===== src/rtl/alsu_cmd_issuer_if.sv =====
// Command handshake bundle between a command producer and alsu_cmd_issuer.
//   cmd_valid   producer -> issuer  command present
//   cmd_ready   issuer -> producer  issuer can take the command this cycle
//   cmd_opcode  producer -> issuer  ALSU opcode
//   cmd_a/b     producer -> issuer  operands, BITS wide
//   cmd_ctrl    producer -> issuer  {cin,SI,sh_left,red_op_A,red_op_B,pass_A,pass_B}
interface alsu_cmd_issuer_if #(
  parameter int BITS = 3
) ();
  logic            cmd_valid;
  logic            cmd_ready;
  logic [2:0]      cmd_opcode;
  logic [BITS-1:0] cmd_a;
  logic [BITS-1:0] cmd_b;
  logic [6:0]      cmd_ctrl;

  modport master (
    output cmd_valid, cmd_opcode, cmd_a, cmd_b, cmd_ctrl,
    input  cmd_ready
  );

  modport slave (
    input  cmd_valid, cmd_opcode, cmd_a, cmd_b, cmd_ctrl,
    output cmd_ready
  );
endinterface


===== src/rtl/alsu_cmd_issuer.sv =====
// Upstream command stage for the ALSU: queues commands in a FIFO, issues at
// most one per clock onto registered ALSU input ports, follows each issued
// command through the fixed ALSU latency and returns its result with a tag.
// Ports:
//   clk, rstn            clock (rising edge), asynchronous active-low reset
//   cmd                  command handshake (slave side)
//   flush                synchronous discard of queued and in-flight commands
//   stall                hold issue (FIFO keeps accepting)
//   A, B, opcode, cin, SI, sh_left, red_op_A, red_op_B, pass_A, pass_B
//                        registered ALSU inputs; idle command (all 0) when nothing issues
//   alsu_out             ALSU result
//   res_valid/res_data/res_tag  one-cycle result strobe, captured result, command tag
//   level                FIFO occupancy
module alsu_cmd_issuer #(
  parameter int BITS         = 3,
  parameter int DEPTH        = 4,
  parameter int ALSU_LATENCY = 2,
  parameter int TAG_W        = 4
) (
  input  logic                     clk,
  input  logic                     rstn,
  alsu_cmd_issuer_if.slave         cmd,
  input  logic                     flush,
  input  logic                     stall,
  output logic [BITS-1:0]          A,
  output logic [BITS-1:0]          B,
  output logic [2:0]               opcode,
  output logic                     cin,
  output logic                     SI,
  output logic                     sh_left,
  output logic                     red_op_A,
  output logic                     red_op_B,
  output logic                     pass_A,
  output logic                     pass_B,
  input  logic [2*BITS-1:0]        alsu_out,
  output logic                     res_valid,
  output logic [2*BITS-1:0]        res_data,
  output logic [TAG_W-1:0]         res_tag,
  output logic [$clog2(DEPTH):0]   level
);

  localparam int PTR_W = $clog2(DEPTH);

  typedef struct packed {
    logic [2:0]      op;
    logic [BITS-1:0] a;
    logic [BITS-1:0] b;
    logic [6:0]      ctrl;
  } cmd_t;

  cmd_t                  mem [DEPTH];
  logic [PTR_W:0]        wr_ptr;
  logic [PTR_W:0]        rd_ptr;
  logic                  accept_en;
  logic                  full;
  logic                  empty;
  logic                  push;
  logic                  pop;
  logic [TAG_W-1:0]      tag_cnt;
  cmd_t                  head;

  // In-flight tracking: one valid/tag pair per cycle of ALSU latency plus the
  // cycle that lets alsu_out settle before it is captured.
  logic [ALSU_LATENCY:0] vld_p;
  logic [TAG_W-1:0]      tag_p [ALSU_LATENCY+1];

  // Pointers carry one extra wrap bit so full and empty are distinguishable.
  assign level = wr_ptr - rd_ptr;
  assign full  = (level == (PTR_W+1)'(DEPTH));
  assign empty = (level == '0);

  // accept_en keeps cmd_ready low while in reset and until the first edge after release.
  assign cmd.cmd_ready = accept_en & ~full;

  // A push coinciding with flush is dropped; pop never looks at the incoming command.
  assign push = cmd.cmd_valid & cmd.cmd_ready & ~flush;
  assign pop  = ~empty & ~stall & ~flush;
  assign head = mem[rd_ptr[PTR_W-1:0]];

  always_ff @(posedge clk or negedge rstn) begin
    if (!rstn) begin
      accept_en <= 1'b0;
      wr_ptr    <= '0;
      rd_ptr    <= '0;
      tag_cnt   <= '0;
    end else begin
      accept_en <= 1'b1;
      if (flush) begin
        wr_ptr <= '0;
        rd_ptr <= '0;
      end else begin
        if (push) wr_ptr <= wr_ptr + 1'b1;
        if (pop)  rd_ptr <= rd_ptr + 1'b1;
      end
      if (pop) tag_cnt <= tag_cnt + 1'b1;
    end
  end

  always_ff @(posedge clk) begin
    if (push) mem[wr_ptr[PTR_W-1:0]] <= {cmd.cmd_opcode, cmd.cmd_a, cmd.cmd_b, cmd.cmd_ctrl};
  end

  // ---- issue stage: ALSU input ports (idle command whenever nothing pops) ----
  always_ff @(posedge clk or negedge rstn) begin
    if (!rstn) begin
      opcode <= '0;
      A      <= '0;
      B      <= '0;
      {cin, SI, sh_left, red_op_A, red_op_B, pass_A, pass_B} <= '0;
    end else if (pop) begin
      opcode <= head.op;
      A      <= head.a;
      B      <= head.b;
      {cin, SI, sh_left, red_op_A, red_op_B, pass_A, pass_B} <= head.ctrl;
    end else begin
      opcode <= '0;
      A      <= '0;
      B      <= '0;
      {cin, SI, sh_left, red_op_A, red_op_B, pass_A, pass_B} <= '0;
    end
  end

  // ---- in-flight pipe: stage 0 loads at issue, stage ALSU_LATENCY feeds retire ----
  always_ff @(posedge clk or negedge rstn) begin
    if (!rstn) begin
      vld_p <= '0;
    end else if (flush) begin
      vld_p <= '0;
    end else begin
      vld_p <= {vld_p[ALSU_LATENCY-1:0], pop};
    end
  end

  always_ff @(posedge clk) begin
    tag_p[0] <= tag_cnt;
    for (int i = 1; i <= ALSU_LATENCY; i++) tag_p[i] <= tag_p[i-1];
  end

  // ---- retire stage: capture alsu_out for the command leaving the pipe ----
  always_ff @(posedge clk or negedge rstn) begin
    if (!rstn) begin
      res_valid <= 1'b0;
      res_data  <= '0;
      res_tag   <= '0;
    end else begin
      res_valid <= vld_p[ALSU_LATENCY] & ~flush;
      if (vld_p[ALSU_LATENCY] && !flush) begin
        res_data <= alsu_out;
        res_tag  <= tag_p[ALSU_LATENCY];
      end
    end
  end

endmodule


===== src/flat_wrapper.sv =====
// flat-port wrapper written by rule: the top's interface ports become plain ports
module alsu_cmd_issuer_flat 
#(
  parameter int BITS         = 3,
  parameter int DEPTH        = 4,
  parameter int ALSU_LATENCY = 2,
  parameter int TAG_W        = 4
)
  (clk, rstn, flush, stall, A, B, opcode, cin, SI, sh_left, red_op_A, red_op_B, pass_A, pass_B, alsu_out, res_valid, res_data, res_tag, level, cmd_cmd_valid, cmd_cmd_opcode, cmd_cmd_a, cmd_cmd_b, cmd_cmd_ctrl, cmd_cmd_ready);
  alsu_cmd_issuer_if #(.BITS(BITS)) cmd_i ();
  input  logic clk;
  input  logic rstn;
  input  logic flush;
  input  logic stall;
  output logic [BITS-1:0] A;
  output logic [BITS-1:0] B;
  output logic [2:0] opcode;
  output logic cin;
  output logic SI;
  output logic sh_left;
  output logic red_op_A;
  output logic red_op_B;
  output logic pass_A;
  output logic pass_B;
  input  logic [2*BITS-1:0] alsu_out;
  output logic res_valid;
  output logic [2*BITS-1:0] res_data;
  output logic [TAG_W-1:0] res_tag;
  output logic [$clog2(DEPTH):0] level;
  input wire logic [$bits(cmd_i.cmd_valid)-1:0] cmd_cmd_valid;
  input wire logic [$bits(cmd_i.cmd_opcode)-1:0] cmd_cmd_opcode;
  input wire logic [$bits(cmd_i.cmd_a)-1:0] cmd_cmd_a;
  input wire logic [$bits(cmd_i.cmd_b)-1:0] cmd_cmd_b;
  input wire logic [$bits(cmd_i.cmd_ctrl)-1:0] cmd_cmd_ctrl;
  output wire logic [$bits(cmd_i.cmd_ready)-1:0] cmd_cmd_ready;
  assign cmd_i.cmd_valid = cmd_cmd_valid;
  assign cmd_i.cmd_opcode = cmd_cmd_opcode;
  assign cmd_i.cmd_a = cmd_cmd_a;
  assign cmd_i.cmd_b = cmd_cmd_b;
  assign cmd_i.cmd_ctrl = cmd_cmd_ctrl;
  assign cmd_cmd_ready = cmd_i.cmd_ready;
  alsu_cmd_issuer #(.BITS(BITS), .DEPTH(DEPTH), .ALSU_LATENCY(ALSU_LATENCY), .TAG_W(TAG_W)) u_core (.clk(clk), .rstn(rstn), .cmd(cmd_i), .flush(flush), .stall(stall), .A(A), .B(B), .opcode(opcode), .cin(cin), .SI(SI), .sh_left(sh_left), .red_op_A(red_op_A), .red_op_B(red_op_B), .pass_A(pass_A), .pass_B(pass_B), .alsu_out(alsu_out), .res_valid(res_valid), .res_data(res_data), .res_tag(res_tag), .level(level));
endmodule

===== config.mk =====
export PLATFORM = sky130hd
export DESIGN_NAME = alsu_cmd_issuer_flat
export DESIGN_NICKNAME = d
export VERILOG_FILES = /design/src/rtl/alsu_cmd_issuer_if.sv /design/src/rtl/alsu_cmd_issuer.sv /design/src/flat_wrapper.sv
export SDC_FILE = /design/constraint.sdc
export NUM_CORES = 1
export LEC_CHECK = 0
export ABC_CLOCK_PERIOD_IN_PS = 3600
export CAP_MARGIN = 20
export CORE_MARGIN = 3
export CORE_UTILIZATION = 54
export DETAILED_ROUTE_END_ITERATION = 6
export PLACE_DENSITY = 0.79
export SLEW_MARGIN = 20
export SYNTH_ARGS = -nofsm -noshare
export SYNTH_HDL_FRONTEND = slang
export SYNTH_SLANG_ARGS = --single-unit
export TNS_END_PERCENT = 20

===== constraint.sdc =====
create_clock -name clk -period 3.6 [get_ports clk]
set_clock_uncertainty 0.05 [all_clocks]
set_input_delay 0.54 -clock clk [delete_from_list [all_inputs] [get_ports clk]]
set_output_delay 0.54 -clock clk [all_outputs]
set_load 0.05 [all_outputs]

; Word-level counts from Yosys, hierarchy flattened
; Memory sizes are Yosys's and may differ from the RTL's. A register that Yosys moved wholly into a read port is not among the register bits.
; Cells that the tools add are included.
[totals]
regBits = 37
mem_bits_rw = 76
inputBits = 27
out_inout_bits = 31
elab_cells = 57
n_memories = 2
[op_classes]
n_addsub = 4
eq_ne = 1
muxes = 17
n_bitwise = 10
n_reduce_logical = 6
[memory_table]
columns = memory, depth, width, read_ports, rd_ports_with_merged_regs, wr, line_no
row1 = u_core.mem, 4, 16, 1, 0, 1, alsu_cmd_issuer.sv:51  ; cmd_t mem [DEPTH];
row2 = u_core.tag_p, 3, 4, 3, 1, 3, alsu_cmd_issuer.sv:65  ; logic [TAG_W-1:0] tag_p [ALSU_LATENCY+1];
[ops]
columns = operator, n
row1 = 3-bit two-way mux, 8
row2 = 1-bit two-way mux, 9
row3 = "3-bit by 1-bit adder with 3-bit output, second input constant", 2
row4 = 1-bit AND, 6
row5 = "4-bit by 1-bit adder with 4-bit output, second input constant", 1
row6 = 1-bit inverter, 4
row7 = 2-bit nonzero test, 2
row8 = "3-bit equality test, second input constant", 1
row9 = 3-bit logical NOT, 1
row10 = 3-bit subtractor, 1
row11 = 1-bit logical NOT, 2
row12 = 1-bit logical AND, 1

; Logic depth before layout (Yosys ltp)
; Gate-level depths: netlist (run 1).
[logic_depth]
ltp_word = 8
mapped_depth = 9
ltp_nobuf = 8

; Least setup slack after synthesis (run 1)
; No wires, ideal clock.
[synth_path]
path_kind = reg-to-reg
start = register u_core.wr_ptr[0]
end = memory u_core.mem[0][0] (netlist bit), enable pin
setup_time_ps = 374
arrival_time_ps = 3698
required_time_ps = 3176
path_slack_ps = -522
stages_incl_launch_ff = 8
path_buffers = 0
period_less_slack_ps = 4122
path_cell_list = dfrtp_1 -> inv_1 -> ha_1 -> fa_1 -> xnor3_2 -> inv_1 -> a21boi_0 -> and3_1
[synth_between]
elab_chain_len = 8
[synth_rtl]
columns = element, line_no
row1 = "start, declared", alsu_cmd_issuer.sv:52  ; logic [PTR_W:0] wr_ptr;
row2 = "start signal, assigned", alsu_cmd_issuer.sv:92  ; if (push) wr_ptr <= wr_ptr + 1'b1;
row3 = 3-bit subtractor, alsu_cmd_issuer.sv:68  ; assign level = wr_ptr - rd_ptr;
row4 = net level[2], flat_wrapper.sv:29  ; output logic [$clog2(DEPTH):0] level;
row5 = 3-bit equality test, alsu_cmd_issuer.sv:69  ; assign full = (level == (PTR_W+1)'(DEPTH));
row6 = 1-bit inverter, alsu_cmd_issuer.sv:73  ; assign cmd.cmd_ready = accept_en & ~full;
row7 = 1-bit AND, alsu_cmd_issuer.sv:73
row8 = net cmd_cmd_ready, flat_wrapper.sv:35  ; output wire logic [$bits(cmd_i.cmd_ready)-1:0] cmd_cmd_ready;
row9 = 1-bit AND (2 in a row), alsu_cmd_issuer.sv:76  ; assign push = cmd.cmd_valid & cmd.cmd_ready & ~flush;
row10 = 1-bit two-way mux, alsu_cmd_issuer.sv:100  ; if (push) mem[wr_ptr[PTR_W-1:0]] <= {cmd.cmd_opcode, cmd.cmd_a, cmd.cmd_b, cmd.cmd_ctrl};
row11 = 1-bit two-way mux (not written as such), alsu_cmd_issuer.sv:100
row12 = "end, declared", alsu_cmd_issuer.sv:51
; The timed path passes the listed nets, and every way through them passes these cells.

; Worst setup path after layout (run 1)
[layout_path]
start = register u_core.wr_ptr[0]
end = output cmd_cmd_ready
[layout_between]
elab_chain_len = 4
[layout_rtl]
columns = element, line_no
row1 = 3-bit subtractor, alsu_cmd_issuer.sv:68
row2 = 3-bit equality test, alsu_cmd_issuer.sv:69
row3 = 1-bit inverter, alsu_cmd_issuer.sv:73
row4 = 1-bit AND, alsu_cmd_issuer.sv:73
row5 = "end, declared", flat_wrapper.sv:35
; Every way passes these cells.

==> run_results.csv, run 1 <==
group,metric,value,unit
global_route,grt_usage,19.8,%
routing,ant_nets,0,
global_route,met1_usage,22.8,%
sta,fmax,301,MHz
yosys,yosysSeqAreaShare,75.6,%
global_route,grt_max_degree,42,
global_route,gr-total-overflow,0,
sta,slew_viol_final,0,
global_route,gr-max-usage-layer,"met2",
worst_setup_path,slowest_stage,"xnor3_2",
routing,via_per_inst,5.24,
power,power_density,806,nW/um^2
clock_network,htree_levels,4,
global_route,grt_pass1_vias,2372,
yosys,ys.flop_type,"edfxtp_1",
global_route,grt_pass1_wl,12.2,mm
clock_network,clock_path_buffers,2,
yosys,syn_area,4220,um^2
finish,final_area,5560,um^2
sta,tightest_slew,971,ps
clock_network,path_clk_slew,60,ps
worst_setup_path,cp.arrival,2730,ps
yosys,netlist_instances,219,
place,io_buffers,57,
yosys,synth_commonest_cells,"edfxtp_1 (64), dfrtp_1 (41), and2_1 (17)",
worst_setup_path,cpMostUsedCell,"inv_1",
worst_setup_path,cp_slowest_stage_delay,460,ps
die,fp.dieH,94.4,um
sta,rsz0062_at_grt,"no",
sta,setup_tns,0,ps
sta,max_slew_margin,35.2,%
clock_network,cts_root_buf,"clkbuf_8",
place,dpl.hpwl,4.51,mm
place,place_congestion,0.781,
global_route,grt_use_met3,9.00,%
sta,finalCriticalPeriod,3320,ps
clock_network,ctsResizeCount,0,
flow_run,drv_cap,0,
clock_network,holdBufCountCts,0,
yosys,synth_cell_types,29,
worst_setup_path,cp_top_family,"adder cells",
sta,setup_violations,0,
routing,remaining_drc_errors,0,
yosys,ys_async_sr_fraction,35.0,%
yosys,synth_fp_nets,254,
clock_network,cts.sinks,117,
yosys,yosysTopAreaCell,"edfxtp_1",
yosys,synth_warnings,0,
routing,wl_per_cell,18.5,um
clock_network,postCtsSetupBuffers,0,
clock_network,cts_buffers,17,
die,ioPinCount,58,
worst_setup_path,critPathKind,"reg -> out",
yosys,synth_edf_count,64,
power,p_leak,2.19,nW
finish,diodes,0,
clock_network,cts_tree,"built",
worst_setup_path,crit_chain,"inv_1 -> ha_1 -> fa_1 -> xnor3_2 -> inv_1 -> a21boi_2 -> buf_12",
global_route,use_met2,31.8,%
worst_setup_path,cp_max_fo,5,
sta,finalHoldViolations,0,
die,die_w,94.4,um
global_route,antenna_found_initial,0,
worst_setup_path,critPathRequiredTime,3010,ps
yosys,synthTopCellsByArea,"edfxtp_1 (46%), dfrtp_1 (24%), mux4_2 (8.5%), dfxtp_1 (5.7%), mux2_2 (2.9%)",
routing,wl,7.53,mm
yosys,avgSynthCellArea,19.3,um^2
die,die_area,8910,um^2
sta,fin_crit_sh,92.2,%
routing,vias,2126,
place,place_area,4940,um^2
worst_setup_path,crit_buf_inv,3,
worst_setup_path,endpoint_kind,"primary output",
finish,final_nets,329,
die,initial_core_util,56.9,%
finish,drive_gt1_share,24.8,%
routing,first_iter_violations,94,
hold_path,hold_class,"in -> async",
yosys,ys_ff_latch,117,
clock_network,clkLatencyLatePin,520,ps
status,status,"completed",
yosys,yosysMostFrequentCell,"edfxtp_1",
finish,syn2layout_area_growth,31.8,%
yosys,synth_top_cell_area_share,45.6,%
worst_setup_path,start_kind,"flop",
power,ir_drop,409,uV
die,core_area,7410,um^2
routing,firstDrtPassIters,4,
die,num_rows,31,
-- per-layer routing --
metal | vias to the layer above | part of all wire, %
li1 | 960 | -
met1 | 1065 | 40
met4 | 0 | 2.3
met5 | - | 0
met2 | 80 | 51
met3 | 21 | 7.0
-- through the flow --
stage	total power [mW]	hold slack, ps	worst slack, ps	cells	utilization (%)
final	4.48	129	280	406	75.1
after global routing	4.67	177	154	406	75.1
after CTS	4.53	143	268	406	75.1
after detailed placement	2.83	262	670	374	66.7
after global placement	2.81	261	813	374	66.7
after floorplan	2.47	194	258	219	-
-- state kept, by name (all words and copies together) (netlist names), 3 cells and up --
signal,count
u_core.tag_cnt,4
u_core.wr_ptr,3
u_core.mem,64
u_core.res_tag,4
u_core.A,3
u_core.rd_ptr,3
u_core.tag_p,12
u_core.B,3
u_core.opcode,3
u_core.res_data,6
u_core.vld_p,3
-- cell usage in the layout (no fill, tap or decap) --
cell             count
a211oi_4             1
a21boi_2             1
a21oi_1              4
and2_1              17
and3_1               4
buf_12               2
buf_2                1
buf_4                9
clkbuf_16           21
clkbuf_4             1
clkbuf_8             1
clkdlybuf4s50_1     53
clkinv_2             1
clkinv_4             2
conb_1               1
dfrtp_1             41
dfxtp_1             12
edfxtp_1            64
fa_1                 1
ha_1                 7
inv_1                5
inv_4                2
inv_6                4
mux2_2              11
mux2i_1              2
mux4_2              16
nand2_1              2
nand2b_1             1
nand3_1              1
nand4_2              1
nor2_1               6
nor2b_1              4
xnor2_1              5
xnor2_2              1
xnor3_2              1
xor2_1               1
-- report_power, final --
group,total [mW],internal [mW],leakage (nW),switching (mW)
clock network,1.68,1.07,0.310,0.605
logic,1.10,0.444,0.651,0.651
registers,1.71,1.62,1.23,0.0878
total,4.48,3.14,2.19,1.34
-- worst paths after layout --
check,from,endpoint,slack [ps],depth (start not counted)
max,u_core.wr_ptr[0]$_DFFE_PN0P_,cmd_cmd_ready,280,7
max in group asynchronous,rstn,u_core.res_tag[1]$_DFFE_PN0P_,2760,1
min,rstn,u_core.res_tag[3]$_DFFE_PN0P_,130,1
min reg2reg,u_core.tag_p[1][3]$_DFF_P_,u_core.tag_p[2][3]$_DFF_P_,280,0
min in group clk,u_core.tag_p[1][3]$_DFF_P_,u_core.tag_p[2][3]$_DFF_P_,280,0
max reg2reg,u_core.wr_ptr[0]$_DFFE_PN0P_,u_core.mem[0][12]$_DFFE_PP_,600,8
-- cell type report --
| type | instances | area [um^2] |
|---|---|---|
| clock inverters | 9 | 70.1 |
| flip-flops and latches | 117 | 3190 |
| fillers | 423 | 1850 |
| repair buffers | 65 | 643 |
| clock buffers | 23 | 547 |
| inverters | 5 | 18.8 |
| multi-input cells | 88 | 970 |
| well taps | 99 | 124 |
-- kinds of logic (layout without fill, tap and decap cells) --
group	after synthesis	in the layout	share of synthesized area [%]
muxes	29	29	12.0
and+or+nand+nor	36	36	4.98
adders and majority gates	8	8	2.55
buffers and inverters	14	102	1.54
DFF	117	117	75.6
AOI/OAI and AO/OA	6	6	1.13
xor gates and xnor gates	8	8	2.19
other	1	1	0.0889
(Power assumes the default switching activity.)
==> inputs of run 2 (changes only) <==
==> constraint.sdc (replaced) <==
create_clock -name clk -period 3.6 [get_ports clk]
set_clock_uncertainty 0.05 [all_clocks]
set_input_delay 0.72 -clock clk [delete_from_list [all_inputs] [get_ports clk]]
set_output_delay 0.72 -clock clk [all_outputs]
set_load 0.05 [all_outputs]
==> run 2 against run 1 <==
Against the previous run: sequential share of layout area increased by 0.32 points; highest routed layer unchanged; setup slack got worse by 94 ps; fmax decreased by 2.8%; largest cell class unchanged; largest power group unchanged; flip-flop and latch count unchanged; via count about the same.
==> run_results.csv, run 2 (synthesized netlist as in run 1, its figures left out) <==
group,metric,value,unit
finish,fillCellCount,423,
clock_network,clock_path_buffers,2,
sta,fmax,293,MHz
worst_setup_path,critical_path_depth,7,
place,io_buffers,57,
global_route,grt_pass1_vias,2212,
worst_setup_path,cp_max_fo,5,
global_route,met1_usage,23.8,%
finish,final_nets,329,
clock_network,htree_levels,4,
worst_setup_path,crit_buf_inv,3,
sta,slew_viol_final,0,
clock_network,cts_root_buf,"clkbuf_8",
sta,setup_violations,0,
sta,setup_slack,186,ps
sta,holdWs,273,ps
power,p_leak,2.17,nW
die,fp.dieH,94.4,um
sta,fin_crit_sh,94.8,%
finish,final_cell_mix,"edfxtp_1 (64), clkdlybuf4s50_1 (53), dfrtp_1 (41)",
hold_path,whs_path_depth,0,
worst_setup_path,start_kind,"flop",
routing,wl_per_cell,17.9,um
worst_setup_path,endpoint_kind,"primary output",
clock_network,cts_tree,"built",
place,dpl.hpwl,4.12,mm
sta,finalHoldViolations,0,
routing,wl,7.26,mm
worst_setup_path,critPathRequiredTime,2830,ps
routing,vias,2124,
sta,tightest_slew,947,ps
sta,finalCriticalPeriod,3410,ps
flow_run,drv_cap,0,
worst_setup_path,crit_chain,"inv_1 -> ha_1 -> fa_1 -> xnor3_2 -> inv_1 -> a21boi_2 -> buf_12",
clock_network,postCtsSetupBuffers,0,
worst_setup_path,cp.arrival,2640,ps
worst_setup_path,slowest_stage,"xnor3_2",
routing,firstDrtPassIters,6,
global_route,use_met2,28.9,%
finish,layout_commonest_cell,"edfxtp_1",
finish,syn2layout_area_growth,31.0,%
place,place_congestion,0.747,
sta,rsz0062_at_grt,"no",
global_route,gr-total-overflow,0,
place,dp_slack,723,ps
global_route,grt_pass1_wl,11.7,mm
global_route,grt_use_met3,6.45,%
routing,remaining_drc_errors,0,
finish,largest_reg_flops,64,
routing,via_per_inst,5.23,
clock_network,cts.sinks,117,
power,ir_drop,489,uV
clock_network,holdBufCountCts,0,
worst_setup_path,cpMostUsedCell,"inv_1",
hold_path,hold_class,"reg -> reg",
die,die_area,8910,um^2
global_route,grt_usage,18.5,%
finish,diodes,0,
sta,setup_tns,0,ps
die,num_rows,31,
global_route,grt_max_degree,42,
clock_network,clkLatencyLatePin,510,ps
sta,max_slew_margin,36.9,%
power,power_density,794,nW/um^2
finish,fin_util,74.6,%
worst_setup_path,cp_top_family,"adder cells",
global_route,antenna_found_initial,0,
status,status,"completed",
clock_network,path_clk_slew,60,ps
worst_setup_path,cp_slowest_stage_delay,460,ps
global_route,gr-max-usage-layer,"met2",
die,ioPinCount,58,
clock_network,ctsResizeCount,0,
worst_setup_path,critPathKind,"reg -> out",
die,die_w,94.4,um
die,initial_core_util,56.9,%
clock_network,cts_buffers,17,
worst_setup_path,rr_worst_depth,8,
finish,drive_gt1_share,24.8,%
die,core_area,7410,um^2
routing,ant_nets,0,
routing,first_iter_violations,89,
-- run 2: worst paths after layout --
check | end | slack [ps] | startpoint
max | cmd_cmd_ready | 190 | u_core.wr_ptr[0]$_DFFE_PN0P_
min | u_core.tag_p[1][1]$_DFF_P_ | 270 | u_core.tag_p[0][1]$_DFF_P_
max reg2reg | u_core.mem[2][4]$_DFFE_PP_ | 790 | u_core.wr_ptr[0]$_DFFE_PN0P_
min reg2reg | u_core.tag_p[1][1]$_DFF_P_ | 270 | u_core.tag_p[0][1]$_DFF_P_
max in group asynchronous | u_core.tag_cnt[0]$_DFFE_PN0P_ | 2600 | rstn
min in group asynchronous | u_core.cin$_DFF_PN0_ | 310 | rstn
-- run 2: layout make-up --
class / instances / area (um^2) / share of cell area (%)
clock buffer: 21 / 503 / 9.10
clock inverter: 11 / 82.6 / 1.49
inverter: 5 / 18.8 / 0.339
multi-input combinational: 88 / 970 / 17.5
sequential: 117 / 3190 / 57.7
tap: 99 / 124 / 2.24
timing repair buffer: 65 / 643 / 11.6
-- run 2: power by group --
group          switching (mW)  internal (mW)  total (mW)  leakage [nW]
Clock                   0.599          0.995        1.59         0.295
Combinational           0.649          0.442        1.09         0.651
Sequential             0.0834           1.62        1.71          1.23
-- run 2: stage by stage --
| step | instances | power (mW) | instance area (um^2) |
|---|---|---|---|
| after floorplan | 219 | 2.47 | 4220 |
| after global placement | 374 | 2.81 | 4940 |
| after detailed placement | 374 | 2.83 | 4940 |
| after CTS | 406 | 4.44 | 5530 |
| after global routing | 406 | 4.57 | 5530 |
| final | 406 | 4.39 | 5530 |
-- run 2: per-layer routing --
metal  share of wire [%]  routed length, um  up-vias
met5                   0                  0        -
met4                0.95                 69        0
met1                  44               3190     1093
met3                 5.6                407        7
li1                    -                  -      952
met2                  49               3590       72
-- run 2: worst register-to-register path, cell delays in order, from the launching register on --
cell and delay (ps):
dfrtp_1 410, inv_1 110, ha_1 200, fa_1 360, xnor3_2 460, inv_1 130, a21boi_2 290, and3_1 210
buf_4 270
==> inputs of run 3 (changes only) <==
--- a/config.mk
+++ b/config.mk
@@ -7,7 +7,6 @@
 export LEC_CHECK = 0
 export ABC_CLOCK_PERIOD_IN_PS = 3600
 export CAP_MARGIN = 20
-export CORE_MARGIN = 3
 export CORE_UTILIZATION = 54
 export DETAILED_ROUTE_END_ITERATION = 6
 export PLACE_DENSITY = 0.79
==> run 3 against run 2 <==
Against the previous run: via count is 2.4% lower; register-to-register slack worse by 40 ps; flip-flop and latch count stayed put; setup slack worse by 20 ps; first-iteration DRC count is 9.0% lower; die area is 8.3% lower; cell count stayed put; non-clock buffer count stayed put; sequential share of layout area hardly changed; routed wire length is 4.8% lower; core utilization hardly changed; total power is 0.11% lower; critical path type unchanged; largest cell class unchanged; largest power group unchanged.
==> run_results.csv, run 3 (synthesized netlist as in run 1, its figures left out) <==
group,metric,value,unit
power,combPwrFrac,25.3,%
sta,max_slew_margin,39.3,%
clock_network,holdBufCountCts,0,
die,num_rows,31,
place,place_congestion,0.720,
finish,diodes,0,
clock_network,postCtsSetupBuffers,0,
power,power_density,793,nW/um^2
sta,rsz0062_at_grt,"no",
power,power.total,4.39,mW
sta,setup_slack,166,ps
worst_setup_path,crit_chain,"inv_1 -> ha_1 -> fa_1 -> xnor3_2 -> inv_1 -> a21boi_2 -> buf_12",
place,place_area,4960,um^2
power,swShare,30.9,%
finish,fin_cells,406,
clock_network,ctsResizeCount,0,
clock_network,htree_levels,4,
sta,tightest_slew,911,ps
worst_setup_path,start_kind,"flop",
place,dp_slack,680,ps
global_route,gr-total-overflow,0,
die,fp.dieH,90.4,um
worst_setup_path,r2r_slack,750,ps
worst_setup_path,cp_top_family,"adder cells",
place,dp_cells,374,
clock_network,cts.sinks,117,
sta,fmax,291,MHz
finish,final_cell_mix,"edfxtp_1 (64), clkdlybuf4s50_1 (53), dfrtp_1 (41)",
power,clkPwrFrac,35.7,%
worst_setup_path,crit_path_start,"u_core.wr_ptr[0]$_DFFE_PN0P_",
die,core_area,7410,um^2
finish,final_area,5530,um^2
worst_setup_path,cp_slowest_stage_delay,460,ps
clock_network,path_clk_slew,60,ps
sta,setup_violations,0,
flow_run,drv_cap,0,
global_route,grt_pass1_wl,11.2,mm
clock_network,clock_path_buffers,2,
routing,remaining_drc_errors,0,
finish,final_nets,329,
die,initial_core_util,56.9,%
place,io_buffers,57,
worst_setup_path,cp_max_fo,5,
routing,ant_nets,0,
finish,largest_reg_flops,64,
place,dpl.hpwl,4.08,mm
worst_setup_path,critPathKind,"reg -> out",
worst_setup_path,cp.arrival,2660,ps
status,status,"completed",
worst_setup_path,slowest_stage,"xnor3_2",
power,seqPwrFrac,39.1,%
die,die_area,8170,um^2
worst_setup_path,r2r_end,"u_core.mem[2][9]$_DFFE_PP_",
worst_setup_path,crit_buf_inv,3,
routing,vias,2074,
finish,drive_gt1_share,24.8,%
routing,wl,6.91,mm
global_route,grt_usage,19.2,%
clock_network,cts_tree,"built",
worst_setup_path,critical_path_depth,7,
worst_setup_path,rr_worst_depth,8,
sta,fin_crit_sh,95.4,%
finish,layout_commonest_cell,"edfxtp_1",
worst_setup_path,cpMostUsedCell,"inv_1",
clock_network,cts_root_buf,"clkbuf_8",
global_route,grt_max_degree,42,
worst_setup_path,worstSetupEndpoint,"cmd_cmd_ready",
power,p_sw,1.35,mW
die,die_w,90.4,um
routing,via_per_inst,5.11,
global_route,grt_pass1_vias,2252,
finish,syn2layout_area_growth,31.0,%
worst_setup_path,rr_startpoint,"u_core.wr_ptr[0]$_DFFE_PN0P_",
power,p_leak,2.17,nW
worst_setup_path,critPathRequiredTime,2830,ps
sta,holdWs,277,ps
power,p_int,3.03,mW
finish,fillCellCount,426,
power,ir_drop,430,uV
global_route,antenna_found_initial,0,
sta,setup_tns,0,ps
routing,firstDrtPassIters,4,
hold_path,hold_class,"reg -> reg",
die,ioPinCount,58,
worst_setup_path,endpoint_kind,"primary output",
sta,slew_viol_final,0,
clock_network,cts_buffers,17,
routing,wl_per_cell,17.0,um
sta,finalCriticalPeriod,3430,ps
clock_network,clkLatencyLatePin,500,ps
routing,first_iter_violations,81,
sta,finalHoldViolations,0,
finish,fin_util,74.6,%
## run 3: worst min path at each step
| stage | cells after the start | slack, ps | startpoint | end |
|---|---|---|---|---|
| after floorplan | 0 | 260 | u_core.tag_p[0][0]$_DFF_P_ | u_core.tag_p[1][0]$_DFF_P_ |
| after global placement | 0 | 260 | u_core.tag_p[1][2]$_DFF_P_ | u_core.tag_p[2][2]$_DFF_P_ |
| after detailed placement | 0 | 260 | u_core.tag_p[1][1]$_DFF_P_ | u_core.tag_p[2][1]$_DFF_P_ |
| after CTS | 0 | 280 | u_core.tag_p[1][0]$_DFF_P_ | u_core.tag_p[2][0]$_DFF_P_ |
| after global routing | 0 | 290 | u_core.tag_p[1][3]$_DFF_P_ | u_core.tag_p[2][3]$_DFF_P_ |
| final | 0 | 280 | u_core.tag_p[1][0]$_DFF_P_ | u_core.tag_p[2][0]$_DFF_P_ |
## run 3: worst register-to-register path, cell delays in order (launching register included)
cell and delay [ps]:
dfrtp_1 420, inv_1 120, ha_1 210, fa_1 370, xnor3_2 460, inv_1 130, a21boi_2 290, and3_1 210
buf_4 270
## run 3: cell type report
class	count	area, um^2	area share, %
Sequential cell	117	3190	57.7
Multi-Input combinational cell	88	970	17.5
Timing Repair Buffer	65	656	11.9
Clock buffer	19	464	8.40
Tap cell	99	124	2.24
Clock inverter	13	108	1.95
Inverter	5	18.8	0.340
## run 3: layer usage
layer / wire length [um] / track usage (%) / up-vias / share of wire (%)
li1: - / - / 959 / -
met1: 2750 / 21.4 / 1050 / 40
met2: 3830 / 34.1 / 56 / 55
met3: 240 / 5.98 / 9 / 3.5
met4: 88 / 8.06 / 0 / 1.3
met5: 0 / 0 / - / 0
## run 3: power by group through the flow
stage                     Combinational, mW  Sequential, mW  Clock [mW]
after detailed placement               1.11            1.74           0
final                                  1.11            1.71        1.56
after floorplan                       0.456            2.01           0
after CTS                              1.12            1.72        1.60
after global placement                 1.10            1.72           0
after global routing                   1.17            1.74        1.66
